$ cat src/rtl/common.sv
// Shared fetch-path types: the queue entry record and the default queue depth.
package common;
  localparam int FETCH_QUEUE_DEPTH = 4;
  localparam int FETCH_ADDR_W      = 32;
  localparam int FETCH_DATA_W      = 32;

  typedef struct packed {
    logic [FETCH_ADDR_W-1:0] pc;
    logic [FETCH_DATA_W-1:0] instr;
  } fetch_entry_t;
endpackage

$ cat src/rtl/sync_fifo.sv
// Power-of-two circular FIFO with synchronous flush; storage is not reset.
module sync_fifo #(
  parameter int  DEPTH = 4,
  parameter type T     = logic,
  localparam int CW    = $clog2(DEPTH) + 1
) (
  input  logic          clk,
  input  logic          rst,
  input  logic          flush,
  input  logic          push,
  input  T              wr_data,
  input  logic          pop,
  output T              rd_data,
  output logic [CW-1:0] count,
  output logic          empty
);
  localparam int PW = $clog2(DEPTH);

  logic [PW-1:0] wr_ptr;
  logic [PW-1:0] rd_ptr;
  T              mem [DEPTH];

  // Flush wins over push/pop; pointers wrap naturally since DEPTH is 2^PW.
  always_ff @(posedge clk or negedge rst) begin
    if (!rst) begin
      wr_ptr <= '0;
      rd_ptr <= '0;
      count  <= '0;
    end else if (flush) begin
      wr_ptr <= '0;
      rd_ptr <= '0;
      count  <= '0;
    end else begin
      if (push) wr_ptr <= wr_ptr + PW'(1);
      if (pop)  rd_ptr <= rd_ptr + PW'(1);
      count <= count + CW'(push) - CW'(pop);
    end
  end

  always_ff @(posedge clk) begin
    if (push && !flush) mem[wr_ptr] <= wr_data;
  end

  assign rd_data = mem[rd_ptr];
  assign empty   = (count == '0);
endmodule

$ cat src/rtl/fetch_queue.sv
// Instruction fetch queue: credit-based request issue, in-order response capture,
// branch flush with drop accounting for reads already in flight.
module fetch_queue
  import common::*;
#(
  parameter int                    DEPTH      = FETCH_QUEUE_DEPTH,
  parameter int                    ADDR_WIDTH = 32,
  parameter int                    DATA_WIDTH = 32,
  parameter logic [ADDR_WIDTH-1:0] RESET_PC   = '0
) (
  input  logic                       clk,
  input  logic                       rst,
  output logic                       mem_req_valid,
  input  logic                       mem_req_ready,
  output logic [ADDR_WIDTH-1:0]      mem_req_addr,
  input  logic                       mem_rsp_valid,
  input  logic [DATA_WIDTH-1:0]      mem_rsp_data,
  input  logic                       branch_taken,
  input  logic [ADDR_WIDTH-1:0]      branch_target,
  output logic                       out_valid,
  input  logic                       out_ready,
  output logic [ADDR_WIDTH-1:0]      out_pc,
  output logic [DATA_WIDTH-1:0]      out_instr,
  output logic [$clog2(DEPTH):0]     occupancy,
  output logic [31:0]                starve_cycles
);
  localparam int CW = $clog2(DEPTH) + 1;

  logic [ADDR_WIDTH-1:0] fetch_pc;
  logic [ADDR_WIDTH-1:0] rsp_pc;
  logic [ADDR_WIDTH-1:0] target_pc;
  logic [CW-1:0]         outstanding;
  logic [CW-1:0]         outstanding_nxt;
  logic [CW-1:0]         drop_count;
  logic [CW:0]           credit_used;
  logic                  fire;
  logic                  rsp_keep;
  logic                  rsp_drop;
  logic                  pop;
  logic                  fifo_empty;
  fetch_entry_t          wr_entry;
  fetch_entry_t          rd_entry;

  // Queued plus in-flight entries may never exceed DEPTH, so a response always has room.
  assign credit_used   = {1'b0, occupancy} + {1'b0, outstanding};
  assign mem_req_valid = rst && !branch_taken && (credit_used < (CW+1)'(DEPTH));
  assign mem_req_addr  = fetch_pc;
  assign fire          = mem_req_valid && mem_req_ready;

  assign rsp_keep = mem_rsp_valid && !branch_taken && (drop_count == '0);
  assign rsp_drop = mem_rsp_valid && !branch_taken && (drop_count != '0);
  assign pop      = out_valid && out_ready && !branch_taken;

  assign outstanding_nxt = outstanding + CW'(fire) - CW'(mem_rsp_valid);
  assign target_pc       = branch_target & ~ADDR_WIDTH'(3);

  always_ff @(posedge clk or negedge rst) begin
    if (!rst) begin
      fetch_pc      <= RESET_PC;
      rsp_pc        <= RESET_PC;
      outstanding   <= '0;
      drop_count    <= '0;
      starve_cycles <= '0;
    end else begin
      outstanding <= outstanding_nxt;
      if (branch_taken) begin
        fetch_pc   <= target_pc;
        rsp_pc     <= target_pc;
        drop_count <= outstanding_nxt;
      end else begin
        if (fire)     fetch_pc   <= fetch_pc + ADDR_WIDTH'(4);
        if (rsp_keep) rsp_pc     <= rsp_pc + ADDR_WIDTH'(4);
        if (rsp_drop) drop_count <= drop_count - CW'(1);
      end
      if (out_ready && !out_valid && (starve_cycles != '1))
        starve_cycles <= starve_cycles + 32'd1;
    end
  end

  always_comb begin
    wr_entry       = '0;
    wr_entry.pc    = FETCH_ADDR_W'(rsp_pc);
    wr_entry.instr = FETCH_DATA_W'(mem_rsp_data);
  end

  sync_fifo #(
    .DEPTH (DEPTH),
    .T     (fetch_entry_t)
  ) u_fifo (
    .clk     (clk),
    .rst     (rst),
    .flush   (branch_taken),
    .push    (rsp_keep),
    .wr_data (wr_entry),
    .pop     (pop),
    .rd_data (rd_entry),
    .count   (occupancy),
    .empty   (fifo_empty)
  );

  assign out_valid = !fifo_empty;
  assign out_pc    = ADDR_WIDTH'(rd_entry.pc);
  assign out_instr = DATA_WIDTH'(rd_entry.instr);
endmodule

$ cat config.mk
export PLATFORM = sky130hd
export DESIGN_NAME = fetch_queue
export DESIGN_NICKNAME = d
export VERILOG_FILES = /design/src/rtl/common.sv /design/src/rtl/sync_fifo.sv /design/src/rtl/fetch_queue.sv
export SDC_FILE = /design/constraint.sdc
export NUM_CORES = 1
export LEC_CHECK = 0
export CAP_MARGIN = 40
export CORE_MARGIN = 3
export CORE_UTILIZATION = 55
export CTS_CLUSTER_SIZE = 25
export DETAILED_ROUTE_END_ITERATION = 8
export PLACE_DENSITY = 0.89
export RECOVER_POWER = 50
export SYNTH_ARGS = -nofsm -noshare
export SYNTH_HDL_FRONTEND = slang
export SYNTH_SLANG_ARGS = --single-unit
$ cat constraint.sdc
create_clock -name clk -period 3.7 [get_ports clk]
set_input_delay 0.74 -clock clk [delete_from_list [all_inputs] [get_ports clk]]
set_output_delay 0.74 -clock clk [all_outputs]
set_load 0.01 [all_outputs]
# == Word level (Yosys, flattened, before mapping) ==
# Memory sizes are Yosys's and may differ from the RTL's.
# Index checks and enable logic that the tools add are counted.
# classes
n_eq_ne,1
muxes,13
order_cmp,1
n_reduce_logical,20
n_addsub,11
# ops
op,count
32-bit two-way mux,4
"32-bit by 3-bit adder with 32-bit output, second input constant",2
"32-bit by 1-bit adder with 32-bit output, second input constant",1
"32-bit inequality test, second input constant",1
1-bit logical AND,11
3-bit two-way mux,3
2-bit two-way mux,4
2-bit nonzero test,4
3-bit by 1-bit adder with 3-bit output,2
3-bit zero test,2
3-bit by 1-bit subtractor with 3-bit output,2
"2-bit by 1-bit adder with 2-bit output, second input constant",2
3-bit by 3-bit adder with 4-bit output,1
"4-bit by 3-bit < comparator with 1-bit output, second input constant",1
3-bit nonzero test,1
"3-bit by 1-bit subtractor with 3-bit output, second input constant",1
1-bit zero test,2
1-bit two-way mux,2
# word_totals
out_inout_bits,133
register_bits,109
ram_bits,256
memories,1
inputBits,70
# memory_table
memory,words,word_bits,rd,rd_clocked_by_memory_dff,wr,line,text
u_fifo.mem,4,64,1,0,1,sync_fifo.sv:21,T mem [DEPTH];

# == Depth between registers and ports, before layout ==
# Gate-level depths: netlist of the first run.
# logic_depth
ltp_word,7
ltp_mapped,13
depth_no_buf,12

# == Cells and area by module ==
# A second synthesis of the first run with hierarchy kept.
# hier_totals
hier_cells,914
hier_area_um2,14869.3
# modules_own_cells
mod,cells_each,instances,area_per_inst_um2
sync_fifo,373,1,9693.0
fetch_queue,541,1,5176.2

# == Least setup slack after synthesis of the first run ==
# Ideal clock, no wire load.
# synth_timing
kind,input -> register
from,input port branch_taken
to,"memory u_fifo.mem[0][0] in the netlist's numbering, enable pin"
path_stages,5
required_ns,3.273
n_path_buf,3
arrival_ns,3.174
slack_ns,0.099
path_cell_list,clkbuf_1 -> inv_1 -> clkbuf_1 -> clkbuf_1 -> and3_1
# synth_via
elab_chain_cells,6
# synth_lines
element,line,text
start: declaration,fetch_queue.sv:18,"input logic branch_taken,"
1-bit zero test (*),"sync_fifo.sv:41, fetch_queue.sv:50",
1-bit logical AND (2 in series),fetch_queue.sv:50,assign rsp_keep = mem_rsp_valid && !branch_taken && (drop_count == '0);
1-bit logical AND (*),sync_fifo.sv:41,if (push && !flush) mem[wr_ptr] <= wr_data;
1-bit two-way mux (*),sync_fifo.sv:41,
1-bit two-way mux (implied by the code) (*),sync_fifo.sv:41,
end: declaration,sync_fifo.sv:21,
# Mark *: on every way between the ends. The rest lies on a longest branch, timed or not.

# == Final worst setup path of the first run ==
# layout_timing
from,register u_fifo.count[2]
to,output port mem_req_valid
# layout_via
elab_chain_cells,3
# layout_lines
element,line,text
start: declaration,sync_fifo.sv:14,"output logic [CW-1:0] count,"
start signal: assignment,sync_fifo.sv:36,count <= count + CW'(push) - CW'(pop);
3-bit by 3-bit adder with 4-bit output,fetch_queue.sv:45,"assign credit_used = {1'b0, occupancy} + {1'b0, outstanding};"
4-bit by 3-bit < comparator with 1-bit output,fetch_queue.sv:46,assign mem_req_valid = rst && !branch_taken && (credit_used < (CW+1)'(DEPTH));
1-bit logical AND,fetch_queue.sv:46,
end: declaration,fetch_queue.sv:13,"output logic mem_req_valid,"
# No other way between the ends.

==> reports/summary.txt, run 1 <==
==================================================================================================
Result of the run ................................................................... complete, but fails checks
Failing checks ...................................................................... capacitance limit, slew limit
Num Clock Sinks .....................................................................          353
Worst R2R End ....................................................................... drop_count[2]
Vias post-DR ........................................................................        8,738
Synthesized cell area ...............................................................   14,800 um2
Nets ................................................................................        1,212
Share of power burned in registers ..................................................        43.3%
Total grt overflow ..................................................................            0
Highest attainable clock frequency ..................................................      302 MHz
Worst setup path end ................................................................ mem_req_valid
H-Tree Level Count ..................................................................            2
R2R cell count ......................................................................           12
Clock tree from TritonCTS ...........................................................          yes
Clk_lat worst skew ..................................................................       510 ps
Ordered cell list for the critical path ............................................. ha_1, or4b_1, nor3_1, clkdlybuf4s50_1
Setup repair after global routing missed its margin .................................           no
Measured slew at the worst slew-check pin ...........................................      1650 ps
Pre-CTS setup slack .................................................................       433 ps
Cell area after placement ...........................................................   17,200 um2
Floorplan die width .................................................................       170 um
Starting density of the core ........................................................        56.4%
Fraction of layout cells with a size suffix above 1 .................................        16.3%
Most used flip-flop cell after synthesis ............................................ sky130_fd_sc_hd__edfxtp_1
Height of the die ...................................................................       170 um
Worst reg2reg path startpoint ....................................................... u_fifo.count[2]
Post-cts gate resize count ..........................................................            0
Standard-cell rows ..................................................................           59
Finish-stage setup viols ............................................................            0
Setup WS post-layout ................................................................       386 ps
Clock Skew ..........................................................................      22.0 ps
Endpoints failing hold ..............................................................            0
Relative max-transition margin ......................................................       -10.1%
Number of synthesized register bits .................................................          353
Type of destination of the critical path ............................................  output port
Total Neg Setup Slack ...............................................................         0 ps
Post-route minimum period ...........................................................      3310 ps
Global-route wire length before repair ..............................................    49,700 um
Post-CTS Hold Fix Bufs ..............................................................            0
Number of max-slew violations in the final report ...................................           65
Drt drc .............................................................................            0
Combinational share of power ........................................................        22.4%
Hold crit path type .................................................................      reg2reg
P&R area growth vs syn ..............................................................        24.9%
Clock Path Buffers ..................................................................            3
Total global-route track usage ......................................................        22.0%
Leakage .............................................................................      6.54 nW
Maxcap violations ...................................................................            1
Share of total power consumed by net switching ......................................        26.0%
Type of the worst setup path ........................................................      reg2out
Number of buffers created by CTS ....................................................           36
Half-perimeter wire length after placement ..........................................    20,100 um
Syn Area/Cell .......................................................................     16.2 um2
Antenna fix cells ...................................................................            0
Cell family contributing the most delay on the critical path ........................ simple AND/OR/NAND/NOR gates
Maximum fanout along the worst path .................................................            5
Average routed wire per standard cell ...............................................      21.4 um
Cell count along the critical path ..................................................            4
Drt via density .....................................................................         5.87
Ratio of final minimum period to clock period .......................................        89.6%
Number of buffer and inverter stages on the critical path ...........................            1
Boundary pin count ..................................................................          203
Routability congestion estimate .....................................................        0.849
Initial antenna violation count .....................................................            0
Drt first pass iters ................................................................            5
Clk pwr share .......................................................................        34.3%
Master cell of the clock root buffer ................................................ sky130_fd_sc_hd__clkbuf_16
Master of the slowest instance on the critical path ................................. sky130_fd_sc_hd__or4b_1
Total Die Area ......................................................................   28,900 um2
PwrDens .............................................................................   602 nW/um2
Distinct cell type count after synthesis ............................................           51
Number of enable-type register cells in the synthesized netlist .....................          248
Synthesized netlist cell count ......................................................          910
Drt first-iter violations ...........................................................          844
Final cell area excluding filler cells ..............................................   18,400 um2
Detailed Route WL ...................................................................    31,800 um
R2R Setup Slk .......................................................................       480 ps
Share of the yosys chip area belonging to registers .................................        68.2%
Critical path's largest stage delay .................................................       580 ps
Endpoint required time on the critical path .........................................      2960 ps
Launching element type of the critical path .........................................     register
Core Box Area .......................................................................   26,200 um2
Largest net degree at the start of global routing ...................................           65
Worst IR Drop VDD ...................................................................     0.328 mV
Post-CTS Setup Inserts ..............................................................            0
Share of synthesized flip-flops with an asynchronous set or reset ...................        29.7%
P_sw ................................................................................      2.88 mW
Via count of the first global-routing pass ..........................................        8,997
Cell Int Power ......................................................................      8.22 mW
Antenna-violating nets left .........................................................            0
IO Port Bufs ........................................................................          196
Crit. Startpoint .................................................................... u_fifo.count[2]
Critical path data arrival time .....................................................      2570 ps
Clock transition time at the flip-flop clock pins of the worst setup and hold paths .        60 ps
Warnings, synthesis .................................................................            0
==================================================================================================
[power groups by stage]
stage	Sequential, mW	Clock (mW)	Combinational (mW)
finish	4.81	3.80	2.49
global route	4.84	4.02	2.68
CTS	4.80	3.87	2.55
detailed placement	4.87	0	2.52
global placement	4.85	0	2.45
floorplan	4.83	0	1.37
[cell type report]
| type | instances | area, um2 |
|---|---|---|
| Fill cell | 1612 | 7760 |
| Sequential cell | 353 | 10100 |
| Clock inverter | 17 | 233 |
| Multi-Input combinational cell | 495 | 4430 |
| Timing Repair Buffer | 215 | 2160 |
| Clock buffer | 49 | 1030 |
| Tap cell | 335 | 419 |
| Inverter | 24 | 90.1 |
[routing by layer]
layer | GRT usage [%] | routed length [um] | up-vias
li1 | - | - | 3919
met1 | 30.9 | 13000 | 4391
met2 | 36.4 | 15900 | 368
met3 | 4.11 | 2200 | 60
met4 | 5.62 | 751 | 0
met5 | 0 | 0 | -
[cell usage after synthesis, drive strengths merged, types with 5 or more instances]
cell type	number	area, um2
clkbuf	23	86.3
a31oi	6	37.5
nand3	40	200
and3	18	113
mux4	62	1400
buf	18	95.1
ha	15	188
a21oi	5	25.0
or3	7	43.8
mux2	42	473
edfxtp	248	7450
nor3	22	110
xor2	44	385
nor4	15	93.8
and4	6	52.6
inv	24	90.1
o21ai	12	60.1
xnor2	47	412
nor2	40	150
dfrtp	105	2630
nand2	43	166
nand4	36	225
[state kept, by name, summed over array words and instances, names as in the netlist]
name / cells
mem_req_addr: 30
rsp_pc: 30
starve_cycles: 32
u_fifo.mem: 248
u_fifo.rd_ptr: 2
u_fifo.count: 3
u_fifo.wr_ptr: 2
drop_count: 3
outstanding: 3
[cell usage in the layout, fill, tap and decap left out, types with 17 or more instances in the layout]
cell type,instances
sky130_fd_sc_hd__xor2_1,44
sky130_fd_sc_hd__and3_1,17
sky130_fd_sc_hd__mux4_2,62
sky130_fd_sc_hd__dlygate4sd3_1,56
sky130_fd_sc_hd__nand2_1,41
sky130_fd_sc_hd__inv_1,24
sky130_fd_sc_hd__edfxtp_1,248
sky130_fd_sc_hd__clkdlybuf4s50_1,139
sky130_fd_sc_hd__clkbuf_16,38
sky130_fd_sc_hd__nor3_1,22
sky130_fd_sc_hd__xnor2_1,47
sky130_fd_sc_hd__dfrtp_1,103
sky130_fd_sc_hd__nor2_1,40
sky130_fd_sc_hd__nand4_1,36
sky130_fd_sc_hd__nand3_1,40
sky130_fd_sc_hd__mux2_2,41
[worst min-delay path by stage]
stage | depth (start not counted) | startpoint | end | slack (ps)
floorplan | 0 | rst | drop_count[0] | 440
global placement | 1 | starve_cycles[18] | starve_cycles[18] | 470
detailed placement | 1 | starve_cycles[18] | starve_cycles[18] | 480
CTS | 2 | rst | starve_cycles[17] | 470
global route | 1 | starve_cycles[18] | starve_cycles[18] | 520
finish | 1 | starve_cycles[18] | starve_cycles[18] | 480
[kinds of logic after synthesis]
| logic type | after synthesis | share of synthesized area (%) |
|---|---|---|
| flip-flops | 353 | 68.2 |
| AND/OR/NAND/NOR | 247 | 9.02 |
| multiplexers | 104 | 12.7 |
| XOR/XNOR | 91 | 5.40 |
| buffers and inverters | 65 | 1.84 |
| AO/OA/AOI/OAI | 32 | 1.31 |
| adder cells (fa/ha/maj) | 17 | 1.54 |
| other | 1 | 0.0254 |
[stage by stage]
stage | utilization, % | total power [mW] | hold WS, ps | cells
global route | 70.4 | 11.5 | 515 | 1488
CTS | 70.5 | 11.2 | 468 | 1488
detailed placement | 65.6 | 7.39 | 478 | 1422
finish | 70.4 | 11.1 | 478 | 1488
global placement | 65.6 | 7.31 | 474 | 1421
floorplan | - | 6.20 | 444 | 913
Note: power is estimated with default switching activity, not from simulation.
==> run 2, diff against run 1 <==
--- a/config.mk
+++ b/config.mk
@@ -10,7 +10,9 @@
 export CORE_UTILIZATION = 55
 export CTS_CLUSTER_SIZE = 25
 export DETAILED_ROUTE_END_ITERATION = 8
-export PLACE_DENSITY = 0.89
+export DONT_BUFFER_PORTS = 1
+export GPL_TIMING_DRIVEN = 0
+export PLACE_DENSITY = 0.79
 export RECOVER_POWER = 50
 export SYNTH_ARGS = -nofsm -noshare
 export SYNTH_HDL_FRONTEND = slang
==> reports/summary.txt, run 2 (same netlist as run 1, synthesis figures left out) <==
==================================================================================================
Worst R2R End ....................................................................... drop_count[2]
Post-route minimum period ...........................................................      3520 ps
IO Port Bufs ........................................................................            0
Fraction of layout cells with a size suffix above 1 .................................        19.8%
Most common cell after layout, fill and taps aside .................................. sky130_fd_sc_hd__edfxtp_1
Hold crit path type .................................................................       in2reg
Relative max-transition margin ......................................................       -77.2%
Number of max-slew violations in the final report ...................................          106
Total grt overflow ..................................................................            0
Drt via density .....................................................................         6.06
Critical path data arrival time .....................................................      3900 ps
Endpoint with the worst hold slack .................................................. u_fifo.mem[3][18]
Result of the run ................................................................... complete, but fails checks
Cell Int Power ......................................................................      7.56 mW
Nets ................................................................................        1,051
Via count of the first global-routing pass ..........................................        8,310
Maximum fanout along the worst path .................................................           10
Leakage .............................................................................      5.80 nW
Type of the worst setup path ........................................................      reg2reg
Most flops, register ................................................................   u_fifo.mem
Half-perimeter wire length after placement ..........................................    20,200 um
Share of total power consumed by net switching ......................................        26.8%
P&R area growth vs syn ..............................................................        12.7%
Height of the die ...................................................................       170 um
Clock tree from TritonCTS ...........................................................          yes
Maxcap violations ...................................................................            1
Worst Hold Path Cells ...............................................................            0
Type of destination of the critical path ............................................     register
PwrDens .............................................................................   621 nW/um2
R2R Setup Slk .......................................................................       180 ps
Setup WS post-layout ................................................................       175 ps
Antenna-violating nets left .........................................................            0
Floorplan die width .................................................................       170 um
Drt first-iter violations ...........................................................          513
Endpoint required time on the critical path .........................................      4070 ps
R2R cell count ......................................................................           13
Initial antenna violation count .....................................................            0
Worst IR Drop VDD ...................................................................     0.294 mV
Fillcell total ......................................................................        1,862
Starting density of the core ........................................................        56.4%
Finish-stage setup viols ............................................................            0
Post-route total power ..............................................................      10.3 mW
Endpoints failing hold ..............................................................            0
Number of buffers created by CTS ....................................................           37
Vias post-DR ........................................................................        8,041
Clk_lat worst skew ..................................................................       510 ps
Share of power burned in registers ..................................................        47.0%
Num Clock Sinks .....................................................................          353
H-Tree Level Count ..................................................................            2
Max FFs per register ................................................................          248
Standard-cell rows ..................................................................           59
Average routed wire per standard cell ...............................................      23.0 um
Total Die Area ......................................................................   28,900 um2
Drt drc .............................................................................            0
P_sw ................................................................................      2.77 mW
Combinational share of power ........................................................        17.5%
Worst reg2reg path startpoint ....................................................... u_fifo.count[2]
Highest attainable clock frequency ..................................................      284 MHz
Detailed Route WL ...................................................................    30,500 um
Crit. Startpoint .................................................................... u_fifo.count[2]
Largest registers ranked by flip-flop count ......................................... u_fifo.mem (248), starve_cycles (32)
Routability congestion estimate .....................................................        0.861
Minimum hold slack ..................................................................       325 ps
Setup repair after global routing missed its margin .................................          yes
Drt first pass iters ................................................................            4
Boundary pin count ..................................................................          203
Global-route wire length before repair ..............................................    47,500 um
Clk pwr share .......................................................................        35.5%
Clock Skew ..........................................................................      21.1 ps
Master cell of the clock root buffer ................................................ sky130_fd_sc_hd__clkbuf_16
Antenna fix cells ...................................................................            0
Failing checks ...................................................................... capacitance limit, slew limit
Largest net degree at the start of global routing ...................................          106
Pre-CTS setup slack .................................................................      -230 ps
HP Start ............................................................................ mem_rsp_data[18]
Measured slew at the worst slew-check pin ...........................................      2660 ps
Most used cells in the layout excluding fill and tap cells .......................... 248 x sky130_fd_sc_hd__edfxtp_1, 104 x sky130_fd_sc_hd__dfrtp_1, 62 x sky130_fd_sc_hd__mux4_2, 47 x sky130_fd_sc_hd__xnor2_1, 44 x sky130_fd_sc_hd__xor2_1
Launching element type of the critical path .........................................     register
Total global-route track usage ......................................................        21.2%
Ratio of final minimum period to clock period .......................................        95.3%
Core Box Area .......................................................................   26,200 um2
Clock Path Buffers ..................................................................            3
Clock transition time at the flip-flop clock pins of the worst setup and hold paths .        60 ps
==================================================================================================
## run 2: repair_timing
item                                   CTS  global route
pin swaps                                1             1
hold buffers                             1             0
setup buffers                            1             0
endpoints found under the hold margin  105             0
setup endpoints to repair                3             9
resized for setup                        2             4
## run 2: stage by stage
step | cell area (um2) | util (%) | TNS, ps | std cells
floorplan | 14800 | - | 0 | 913
finish | 16600 | 63.5 | 0 | 1327
detailed placement | 15400 | 58.8 | -315 | 1258
global placement | 15200 | 58.0 | -338130 | 1248
global route | 16600 | 63.5 | -6.28 | 1327
CTS | 16700 | 63.6 | 0 | 1327
## run 2: worst max path at each step
| stage | slack, ps | endpoint |
|---|---|---|
| final | 180 | drop_count[2] |
| after global routing | -6 | drop_count[2] |
| after CTS | 30 | drop_count[2] |
| after detailed placement | -230 | drop_count[2] |
| after global placement | -1380 | u_fifo.mem[1][6] |
| after floorplan | 100 | u_fifo.mem[0][0] |
## run 2: per-layer routing
metal | vias up | track usage, % | routed length [um]
met5 | - | 0 | 0
met4 | 0 | 5.01 | 488
met3 | 35 | 6.78 | 2790
met2 | 305 | 34.0 | 14700
met1 | 4102 | 28.7 | 12400
li1 | 3599 | - | -
## run 2: power by group through the flow
stage | Sequential, mW | Combinational [mW] | Clock [mW]
global route | 4.89 | 1.98 | 3.93
floorplan | 4.83 | 1.37 | 0
finish | 4.85 | 1.81 | 3.67
detailed placement | 4.93 | 1.81 | 0
global placement | 4.92 | 1.69 | 0
CTS | 4.85 | 1.85 | 3.75
## run 2: final cells by class
| cell class | instances | area (um2) | share of cell area (%) |
|---|---|---|---|
| Buffer | 41 | 189 | 1.13 |
| Clock buffer | 45 | 987 | 5.93 |
| Clock inverter | 22 | 235 | 1.41 |
| Inverter | 24 | 90.1 | 0.541 |
| Multi-Input combinational cell | 495 | 4460 | 26.8 |
| Sequential cell | 353 | 10100 | 60.5 |
| Tap cell | 335 | 419 | 2.52 |
| Timing Repair Buffer | 12 | 190 | 1.14 |
## run 2: worst max-delay path: stages (launching register included)
cell and delay [ps]:
sky130_fd_sc_hd__dfrtp_2 470, sky130_fd_sc_hd__ha_1 310, sky130_fd_sc_hd__or4b_4 540, sky130_fd_sc_hd__nor4b_4 380
sky130_fd_sc_hd__buf_6 210, sky130_fd_sc_hd__inv_1 110, sky130_fd_sc_hd__ha_1 290, sky130_fd_sc_hd__inv_1 40
sky130_fd_sc_hd__ha_1 190, sky130_fd_sc_hd__fa_1 390, sky130_fd_sc_hd__xor2_1 160, sky130_fd_sc_hd__xnor2_1 140
sky130_fd_sc_hd__nand2_1 70, sky130_fd_sc_hd__o21ai_0 80
